<file path="config.mk">
export PLATFORM = sky130hd
export DESIGN_NAME = sevenseg_capture
export DESIGN_NICKNAME = d
export VERILOG_FILES = /design/src/rtl/sevenseg_pkg.sv /design/src/rtl/sevenseg_decode.sv /design/src/rtl/sevenseg_capture.sv
export SDC_FILE = /design/constraint.sdc
export NUM_CORES = 1
export LEC_CHECK = 0
export BUFFER_PORTS_ARGS = -buffer_cell sky130_fd_sc_hd__buf_2
export CORE_UTILIZATION = 45
export CTS_BUF_LIST = sky130_fd_sc_hd__clkbuf_4 sky130_fd_sc_hd__clkbuf_8
export DETAILED_ROUTE_END_ITERATION = 8
export GPL_TIMING_DRIVEN = 0
export PLACE_DENSITY_LB_ADDON = 0.15
export SETUP_SLACK_MARGIN = 0.4
export SLEW_MARGIN = 10
export SYNTH_ARGS = -nofsm -noshare
export SYNTH_HDL_FRONTEND = slang
export SYNTH_HIERARCHICAL = 1
export SYNTH_SLANG_ARGS = --single-unit
</file>
<file path="constraint.sdc">
create_clock -name clk -period 4.5 [get_ports clk]
set_input_delay 0.9 -clock clk [delete_from_list [all_inputs] [get_ports clk]]
set_output_delay 0.9 -clock clk [all_outputs]
set_load 0.1 [all_outputs]
</file>
<file path="src/rtl/sevenseg_pkg.sv">
// Shared constants and types for seven-segment capture and decode.
// Segment codes use the team's 8-bit segment ordering.
package sevenseg_pkg;

  localparam logic [7:0] SEG_0     = 8'hEB;
  localparam logic [7:0] SEG_1     = 8'h28;
  localparam logic [7:0] SEG_2     = 8'hB3;
  localparam logic [7:0] SEG_3     = 8'hBA;
  localparam logic [7:0] SEG_4     = 8'h78;
  localparam logic [7:0] SEG_5     = 8'hDA;
  localparam logic [7:0] SEG_6     = 8'hDB;
  localparam logic [7:0] SEG_7     = 8'hA8;
  localparam logic [7:0] SEG_8     = 8'hFB;
  localparam logic [7:0] SEG_9     = 8'hFA;
  localparam logic [7:0] SEG_BLANK = 8'h00;

  localparam logic [3:0] BCD_BLANK = 4'hA;
  localparam logic [3:0] BCD_BAD   = 4'hF;

  typedef enum logic [1:0] {
    WAIT,
    SETTLE,
    HELD
  } cap_state_e;

endpackage

</file>
<file path="src/rtl/sevenseg_decode.sv">
// Combinational segment-pattern to BCD lookup.
// A blank pattern decodes to BCD_BLANK; unknown patterns flag bad_o.
module sevenseg_decode
  import sevenseg_pkg::*;
(
  input  logic [7:0] seg_i,
  output logic [3:0] bcd_o,
  output logic       bad_o
);

  always_comb begin
    bcd_o = BCD_BAD;
    bad_o = 1'b0;
    case (seg_i)
      SEG_0:     bcd_o = 4'd0;
      SEG_1:     bcd_o = 4'd1;
      SEG_2:     bcd_o = 4'd2;
      SEG_3:     bcd_o = 4'd3;
      SEG_4:     bcd_o = 4'd4;
      SEG_5:     bcd_o = 4'd5;
      SEG_6:     bcd_o = 4'd6;
      SEG_7:     bcd_o = 4'd7;
      SEG_8:     bcd_o = 4'd8;
      SEG_9:     bcd_o = 4'd9;
      SEG_BLANK: bcd_o = BCD_BLANK;
      default: begin
        bcd_o = BCD_BAD;
        bad_o = 1'b1;
      end
    endcase
  end

endmodule

</file>
<file path="src/rtl/sevenseg_capture.sv">
// Captures stable multiplexed seven-segment digits, decodes them to BCD and
// presents each complete frame on a valid/ready output.
module sevenseg_capture
  import sevenseg_pkg::*;
#(
  parameter int NDIG       = 4,
  parameter int STABLE_CYC = 4
) (
  input  logic                clk,
  input  logic                rst,
  input  logic [7:0]          seg,
  input  logic [NDIG-1:0]     dig_en,
  output logic                out_valid,
  input  logic                out_ready,
  output logic [4*NDIG-1:0]   out_bcd,
  output logic                out_err,
  output logic                overflow
);

  localparam int CNT_W = $clog2(STABLE_CYC + 1);

  logic [7:0]        seg_q, prev_seg_q;
  logic [NDIG-1:0]   en_q, prev_en_q;
  cap_state_e        state_q, state_d;
  logic [CNT_W-1:0]  cnt_q, cnt_d, cnt_inc;
  logic              capture;
  logic              en_onehot, pair_changed, frame_done;
  logic [3:0]        dec_bcd;
  logic              dec_bad;
  logic [3:0]        digit_q [NDIG];
  logic [NDIG-1:0]   seen_q, bad_q;
  logic [4*NDIG-1:0] digit_flat;
  logic              out_valid_q, out_err_q, overflow_q;
  logic [4*NDIG-1:0] out_bcd_q;

  sevenseg_decode u_decode (
    .seg_i (seg_q),
    .bcd_o (dec_bcd),
    .bad_o (dec_bad)
  );

  // prev_* holds last cycle's registered pair so stability is judged on seg_q/en_q.
  always_ff @(posedge clk) begin
    if (rst) begin
      seg_q      <= '0;
      en_q       <= '0;
      prev_seg_q <= '0;
      prev_en_q  <= '0;
    end else begin
      seg_q      <= seg;
      en_q       <= dig_en;
      prev_seg_q <= seg_q;
      prev_en_q  <= en_q;
    end
  end

  assign en_onehot    = $onehot(en_q);
  assign pair_changed = (seg_q != prev_seg_q) || (en_q != prev_en_q);
  assign frame_done   = &seen_q;

  always_ff @(posedge clk) begin
    if (rst) begin
      state_q <= WAIT;
      cnt_q   <= '0;
    end else begin
      state_q <= state_d;
      cnt_q   <= cnt_d;
    end
  end

  always_comb begin
    state_d = state_q;
    cnt_d   = cnt_q;
    cnt_inc = CNT_W'(1);
    capture = 1'b0;
    if (!en_onehot) begin
      state_d = WAIT;
      cnt_d   = '0;
    end else if ((state_q == HELD) && !pair_changed) begin
      state_d = HELD;
    end else begin
      if ((state_q == SETTLE) && !pair_changed) begin
        cnt_inc = cnt_q + CNT_W'(1);
      end
      if (cnt_inc == CNT_W'(STABLE_CYC)) begin
        capture = 1'b1;
        state_d = HELD;
        cnt_d   = '0;
      end else begin
        state_d = SETTLE;
        cnt_d   = cnt_inc;
      end
    end
  end

  // A capture on the completion edge starts the next frame rather than being lost.
  always_ff @(posedge clk) begin
    if (rst) begin
      seen_q <= '0;
      bad_q  <= '0;
      for (int i = 0; i < NDIG; i++) digit_q[i] <= '0;
    end else begin
      for (int i = 0; i < NDIG; i++) begin
        if (capture && en_q[i]) begin
          digit_q[i] <= dec_bcd;
          seen_q[i]  <= 1'b1;
          bad_q[i]   <= dec_bad;
        end else if (frame_done) begin
          seen_q[i]  <= 1'b0;
          bad_q[i]   <= 1'b0;
        end
      end
    end
  end

  for (genvar gi = 0; gi < NDIG; gi++) begin : g_flat
    assign digit_flat[4*gi +: 4] = digit_q[gi];
  end

  always_ff @(posedge clk) begin
    if (rst) begin
      out_valid_q <= 1'b0;
      out_bcd_q   <= '0;
      out_err_q   <= 1'b0;
      overflow_q  <= 1'b0;
    end else if (frame_done) begin
      if (!out_valid_q || out_ready) begin
        out_valid_q <= 1'b1;
        out_bcd_q   <= digit_flat;
        out_err_q   <= |bad_q;
      end else begin
        overflow_q  <= 1'b1;
      end
    end else if (out_valid_q && out_ready) begin
      out_valid_q <= 1'b0;
    end
  end

  assign out_valid = out_valid_q;
  assign out_bcd   = out_bcd_q;
  assign out_err   = out_err_q;
  assign overflow  = overflow_q;

endmodule

</file>
==> results of run 1 <==
## worst max path at each step
stage	start	end
2_1_floorplan	en_q[0]$_SDFF_PP0_	digit_q[2][0]$_SDFFCE_PN0P_
4_1_cts	en_q[0]$_SDFF_PP0_	digit_q[1][2]$_SDFFCE_PN0P_
3_3_place_gp	en_q[0]$_SDFF_PP0_	digit_q[1][0]$_SDFFCE_PN0P_
3_5_place_dp	en_q[0]$_SDFF_PP0_	digit_q[2][2]$_SDFFCE_PN0P_
6_report	en_q[0]$_SDFF_PP0_	digit_q[2][2]$_SDFFCE_PN0P_
5_1_grt	en_q[0]$_SDFF_PP0_	digit_q[0][2]$_SDFFCE_PN0P_
## power by group
| group | switching, mW | total (mW) | internal [mW] |
|---|---|---|---|
| combinational | 0.0541 | 0.0913 | 0.0372 |
| sequential | 0.0140 | 0.690 | 0.676 |
| clock | 0.235 | 0.485 | 0.251 |
| total | 0.303 | 1.27 | 0.964 |
## cells in the final DEF, fill, tap and decap left out, types with 6 or more instances in the layout
cell	count
a21oi_1	24
buf_2	36
clkbuf_1	7
clkbuf_8	9
dfxtp_1	56
edfxtp_1	16
inv_1	16
nand2_1	44
nand2b_1	10
nand4_1	6
nor2_1	8
nor2b_1	23
nor3_1	7
nor3_2	12
nor4_1	7
xor2_1	13
## per-stage QoR
step           utilization  area, µm²
2_1_floorplan            -       3060
3_3_place_gp         0.513       3310
3_5_place_dp         0.513       3310
4_1_cts              0.542       3500
5_1_grt              0.542       3500
6_report             0.542       3500
## layer usage
metal | GRT usage | vias to the layer above | wire length, µm
met1 | 0.218 | 977 | 2640
li1 | - | 1135 | -
met2 | 0.270 | 53 | 2430
met5 | 0 | - | 0
met3 | 0.0383 | 9 | 219
met4 | 0.0924 | 0 | 104
## final cells by class
cell class              count  area (µm²)
repair buffers             32         160
well taps                  77        96.3
inverters                  16        60.1
multi-input cells         200        1330
fillers                   622        2960
flip-flops and latches     72        1600
clock buffers               9         124
clock inverters             7        62.6
plain buffers              13        62.6
## state kept, by name, summed over array words and instances, names as in the netlist, 2 cells and up
| name | cells |
|---|---|
| bad_q | 4 |
| cnt_q | 3 |
| digit_q | 16 |
| en_q | 4 |
| out_bcd | 16 |
| prev_en_q | 4 |
| prev_seg_q | 8 |
| seen_q | 4 |
| seg_q | 8 |
| state_q | 2 |
## worst min-delay path: stages, from the launching register on
cell and delay [ns]:
dfxtp_1 0.31, nand2_1 0.05, a21oi_1 0.05
## logic make-up after synthesis
| family | after synthesis | share of synthesized area |
|---|---|---|
| and+or+nand+nor | 138 | 0.285 |
| AOI/OAI and AO/OA | 39 | 0.0757 |
| DFF | 72 | 0.524 |
| adders and majority gates | 4 | 0.0188 |
| xor gates and xnor gates | 14 | 0.0401 |
| buffers and inverters | 29 | 0.0401 |
| muxes | 5 | 0.0164 |
==> reports/metrics.csv, run 1 <==
metric,value,unit
Crit Path Max Fanout,9,
post-CTS setup buffer count,0,
Worst Setup Path Type,flop to flop,
Worst setup SP type,flop,
Synth area leader,dfxtp_1,
ant diodes,0,
via/cell ratio,5.10,
Worst path max stage delay,0.54,ns
most common cell in the netlist,dfxtp_1,
Buf/Inv on CP,3,
Rows,29,
Critical Path RT,4.54,ns
crit-path cells,inv_1 -> fa_1 -> inv_1 -> ha_1 -> ha_1 -> or3b_1 -> buf_2 -> nor4b_1 -> nand4_1 -> nand2b_1,
Syn Area/Cell,10.2,µm²
HPWL after DPL,3850,µm
fin crit share,0.693,
Skew-Pair Late Insertion Delay,0.35,ns
clk root buf,clkbuf_8,
Max-Cap Viols,0,
sequential element share of the synthesized area,0.524,
Post-CTS Hold Buffers,0,
H-tree Lvls,3,
global-route wire length before repair,9270,µm
chip width,84.4,µm
top cell type's share of synthesized area,0.367,
"delay-heaviest family, CP",simple AND/OR/NAND/NOR gates,
Synth area leaders,"dfxtp_1 37%, edfxtp_1 16%, nand2_1 5.4%",
initial antenna violation count,0,
number of synthesized flops with an enable pin,16,
Final Slew Violations,0,
clock-pin slew on the worst setup and hold paths,0.07,ns
# clock sinks,72,
Area Overhead vs Synth,14.5,%
Post-CTS Resized,0,
clock tree buffer depth,2,
Post-synth top cells,"56 x dfxtp_1, 44 x nand2_1, 24 x a21oi_1, 23 x nor2b_1",
status,"finished, violations left",
IO Port Bufs,32,
number of global-route vias before repair,1988,
crit path DAT,3.16,ns
hold path depth,2,
r2r setup slk,1.38,ns
initial core utilization,0.473,
final hold viol count,0,
critical path endpoint category,flop,
actual slew at the worst max-slew pin,0.575,ns
leakage power,1.45,nW
Core ar.,6460,µm²
first-pass detailed-route iteration total,6,
Cells after DPL,410,
Cells after Synth,301,
worst min path class,flop to flop,
setup TNS,0,ns
FF-to-FF Start,en_q[0]$_SDFF_PP0_,
Starting DRT DRC Count,70,
unrepaired setup endpoints after global routing,false,
Synth Net Count,320,
Cell variety after synth,44,
f_max,320,MHz
Yosys reg bits,72,
Ys Warns,6,
layout cell share with drive strength beyond 1,0.218,
Hold Path End,out_bcd[0]$_SDFFE_PP0P_,
total CTS buffers,9,
fin nets,363,
Synth Flop Type,dfxtp_1,
Slew HR,0.614,
final worst path period need,3.12,ns
PwrDens,362,nW/µm²
full die area,7130,µm²
WL final,5390,µm
CTS tree,yes,
DP Worst Slack,1.39,ns
peak supply drop,0.000182,V
CP max stage cell,fa_1,
hold_ws,0.452,ns
pin count of the biggest net entering global routing,13,
vias post-DR,2174,
I/O pin cnt,34,
Wirelength per Cell,12.7,µm
DRT antenna net count,0,
Hold Crit Start,out_bcd[0]$_SDFFE_PP0P_,
reg2reg path depth,10,
failing checks,design-rule violations,
RR Endpoint,digit_q[2][2]$_SDFFCE_PN0P_,
Non-Filler Instances,426,
overall power,1.27,mW
GPL Wtd Cong,0.774,
synthesized area,3060,µm²
WP depth,10,
async set-or-reset flop fraction in the synthesized netlist,0,
GRT Total Usage,0.170,
DRC,3,
count of endpoints failing setup in the final report,0,
GRT overflow,0,
Die H,84.4,µm
setup ws final,1.38,ns
Max Clock Skew,0.00993,ns
Note: power is estimated with default switching activity, not from simulation.
==> inputs of run 2 (changes only) <==
==> constraint.sdc (replaced) <==
create_clock -name clk -period 2.55 [get_ports clk]
set_input_delay 0.51 -clock clk [delete_from_list [all_inputs] [get_ports clk]]
set_output_delay 0.51 -clock clk [all_outputs]
set_load 0.1 [all_outputs]
==> reports/metrics.csv, run 2 (same netlist as run 1, synthesis figures left out) <==
metric,value,unit,change
FF-to-FF Start,en_q[0]$_SDFF_PP0_,,
fin crit share,1.10,,+0.407
chip width,84.4,µm,unchanged
setup ws final,-0.257,ns,-1.64 ns
final hold viol count,0,,unchanged
most frequent cells in the layout,"53 x dfxtp_1, 44 x nand2_1, 35 x buf_2",,
fin nets,391,,+7.7%
initial antenna violation count,0,,unchanged
Crit Path Max Fanout,6,,-3
Multi-input gate area,1520,µm²,+14%
Final Slew Violations,0,,unchanged
Hold Crit Start,dig_en[0],,
actual slew at the worst max-slew pin,1.03,ns,+0.451 ns
pin count of the biggest net entering global routing,14,,+1
failing checks,"design-rule violations, negative setup slack",,
clk root buf,clkbuf_8,,
DRC,6,,+3
vias post-DR,2323,,+6.9%
Rows,29,,unchanged
I/O pin cnt,34,,unchanged
RR Endpoint,digit_q[2][2]$_SDFFCE_PN0P_,,
clock tree buffer depth,2,,unchanged
register area,1610,µm²,+0.23%
via/cell ratio,5.12,,+0.26%
Non-Filler Instances,454,,+6.6%
Cells after DPL,410,,unchanged
peak supply drop,0.000385,V,+110%
full die area,7130,µm²,unchanged
DRT antenna net count,0,,unchanged
first-pass detailed-route iteration total,6,,unchanged
Starting DRT DRC Count,58,,-17%
Max Clock Skew,0.00543,ns,-0.00450 ns
worst min path class,input port to flop,,
GPL Wtd Cong,0.751,,-2.9%
CTS tree,yes,,
IO Port Bufs,32,,unchanged
total CTS buffers,9,,unchanged
leakage power,1.65,nW,+14%
Die H,84.4,µm,unchanged
crit-path cells,inv_2 -> fa_1 -> inv_2 -> ha_4 -> ha_4 -> or3b_4 -> buf_8 -> nor4b_4 -> nand4_1 -> nand2b_1,,
WL final,6140,µm,+14%
Slew HR,0.310,,-0.303
PwrDens,616,nW/µm²,+70%
fillcell total,577,,-7.2%
Worst path max stage delay,0.56,ns,+0.02 ns
layout cell share with drive strength beyond 1,0.345,,+0.127
H-tree Lvls,3,,unchanged
final worst path period need,2.81,ns,-0.313 ns
Critical Path RT,2.60,ns,-1.94 ns
"leading cell type in the layout, fill and taps excluded",dfxtp_1,,
Core ar.,6460,µm²,unchanged
initial core utilization,0.473,,unchanged
GRT Total Usage,0.179,,+0.00827
Worst Setup Path Type,flop to flop,,
Worst Setup SP,en_q[0]$_SDFF_PP0_,,
clock-pin slew on the worst setup and hold paths,0.08,ns,about the same
critical path endpoint category,flop,,
status,"finished, violations left",,
hold path depth,2,,unchanged
post-route cell area,3980,µm²,+14%
f_max,356,MHz,+11%
Max-Cap Viols,0,,unchanged
CP max stage cell,fa_1,,
reg2reg path depth,10,,unchanged
ant diodes,0,,unchanged
# clock sinks,72,,unchanged
HPWL after DPL,3900,µm,+1.2%
count of endpoints failing setup in the final report,40,,+40
Post-CTS Hold Buffers,0,,unchanged
Area Overhead vs Synth,30.3,%,
placed cell area,3330,µm²,+0.53%
r2r setup slk,-0.26,ns,-1.64 ns
crit path DAT,2.85,ns,-0.31 ns
Worst setup SP type,flop,,
number of global-route vias before repair,2109,,+6.1%
GRT overflow,0,,unchanged
Wirelength per Cell,13.5,µm,+6.8%
Hold Path End,en_q[0]$_SDFF_PP0_,,
global-route wire length before repair,9830,µm,+6.1%
unrepaired setup endpoints after global routing,true,,
Skew-Pair Late Insertion Delay,0.35,ns,about the same
## run 2: changes by cell type in the layout (fill, tap and decap cells not counted), moves of 3 or more
cell      previous run  this run
a21oi_1             24        20
a21oi_2              0         4
buf_4                0        18
buf_6                1        11
clkinv_2             5         2
dfxtp_1             56        53
dfxtp_2              0         3
inv_1               16        12
inv_2                0         4
nor3_1               7         1
nor3_4               0         7
nor4_1               7         3
## run 2: what timing repair did
item / 4_1_cts / 5_1_grt
setup buffers: 25 / 2
resized for setup: 29 / 17
pin swaps: 14 / 4
cloned: 1 / 0
setup endpoints to repair: 45 / 45
## run 2: per-stage QoR
stage / total power [mW] / utilization / setup slack [ns] / hold WS [ns] / setup TNS (ns)
floorplan: 1.37 / - / -0.142 / 0.439 / -2.47
global placement: 1.41 / 0.516 / -0.401 / 0.440 / -8.79
detailed placement: 1.41 / 0.516 / -0.424 / 0.444 / -9.54
CTS: 2.44 / 0.600 / -0.226 / 0.358 / -4.91
global route: 2.54 / 0.617 / -0.358 / 0.363 / -10.86
finish: 2.45 / 0.617 / -0.257 / 0.367 / -6.89
## run 2: worst max-delay path by stage
stage / end
2_1_floorplan: digit_q[2][0]$_SDFFCE_PN0P_
3_3_place_gp: digit_q[1][0]$_SDFFCE_PN0P_
3_5_place_dp: digit_q[1][0]$_SDFFCE_PN0P_
4_1_cts: digit_q[2][0]$_SDFFCE_PN0P_
5_1_grt: digit_q[2][1]$_SDFFCE_PN0P_
6_report: digit_q[2][2]$_SDFFCE_PN0P_
## run 2: layer usage
metal / up-vias / global-route usage / wire [µm]
met5: - / 0 / 0
met4: 0 / 0.0986 / 136
met3: 12 / 0.0393 / 200
met2: 45 / 0.294 / 3040
met1: 1076 / 0.218 / 2770
li1: 1190 / - / -
## run 2: where the power goes
| group | internal [mW] | switching [mW] | total [mW] |
|---|---|---|---|
| Sequential | 1.19 | 0.0246 | 1.22 |
| Clock | 0.553 | 0.433 | 0.986 |
| Combinational | 0.114 | 0.136 | 0.250 |
## run 2: worst max-delay path: cells and delay by family (launching register included)
| family | cells | cell delay [ns] |
|---|---|---|
| simple gates | 4 | 0.97 |
| fa+ha+maj | 3 | 0.91 |
| buf+inv | 3 | 0.25 |
| flops | 1 | 0.35 |
## run 2: cell type report
| class | count | area share |
|---|---|---|
| inverters | 16 | 0.0151 |
| plain buffers | 13 | 0.0182 |
| repair buffers | 60 | 0.102 |
| clock buffers | 9 | 0.0311 |
| flip-flops and latches | 72 | 0.403 |
| well taps | 77 | 0.0242 |
| clock inverters | 7 | 0.0236 |
| multi-input cells | 200 | 0.382 |
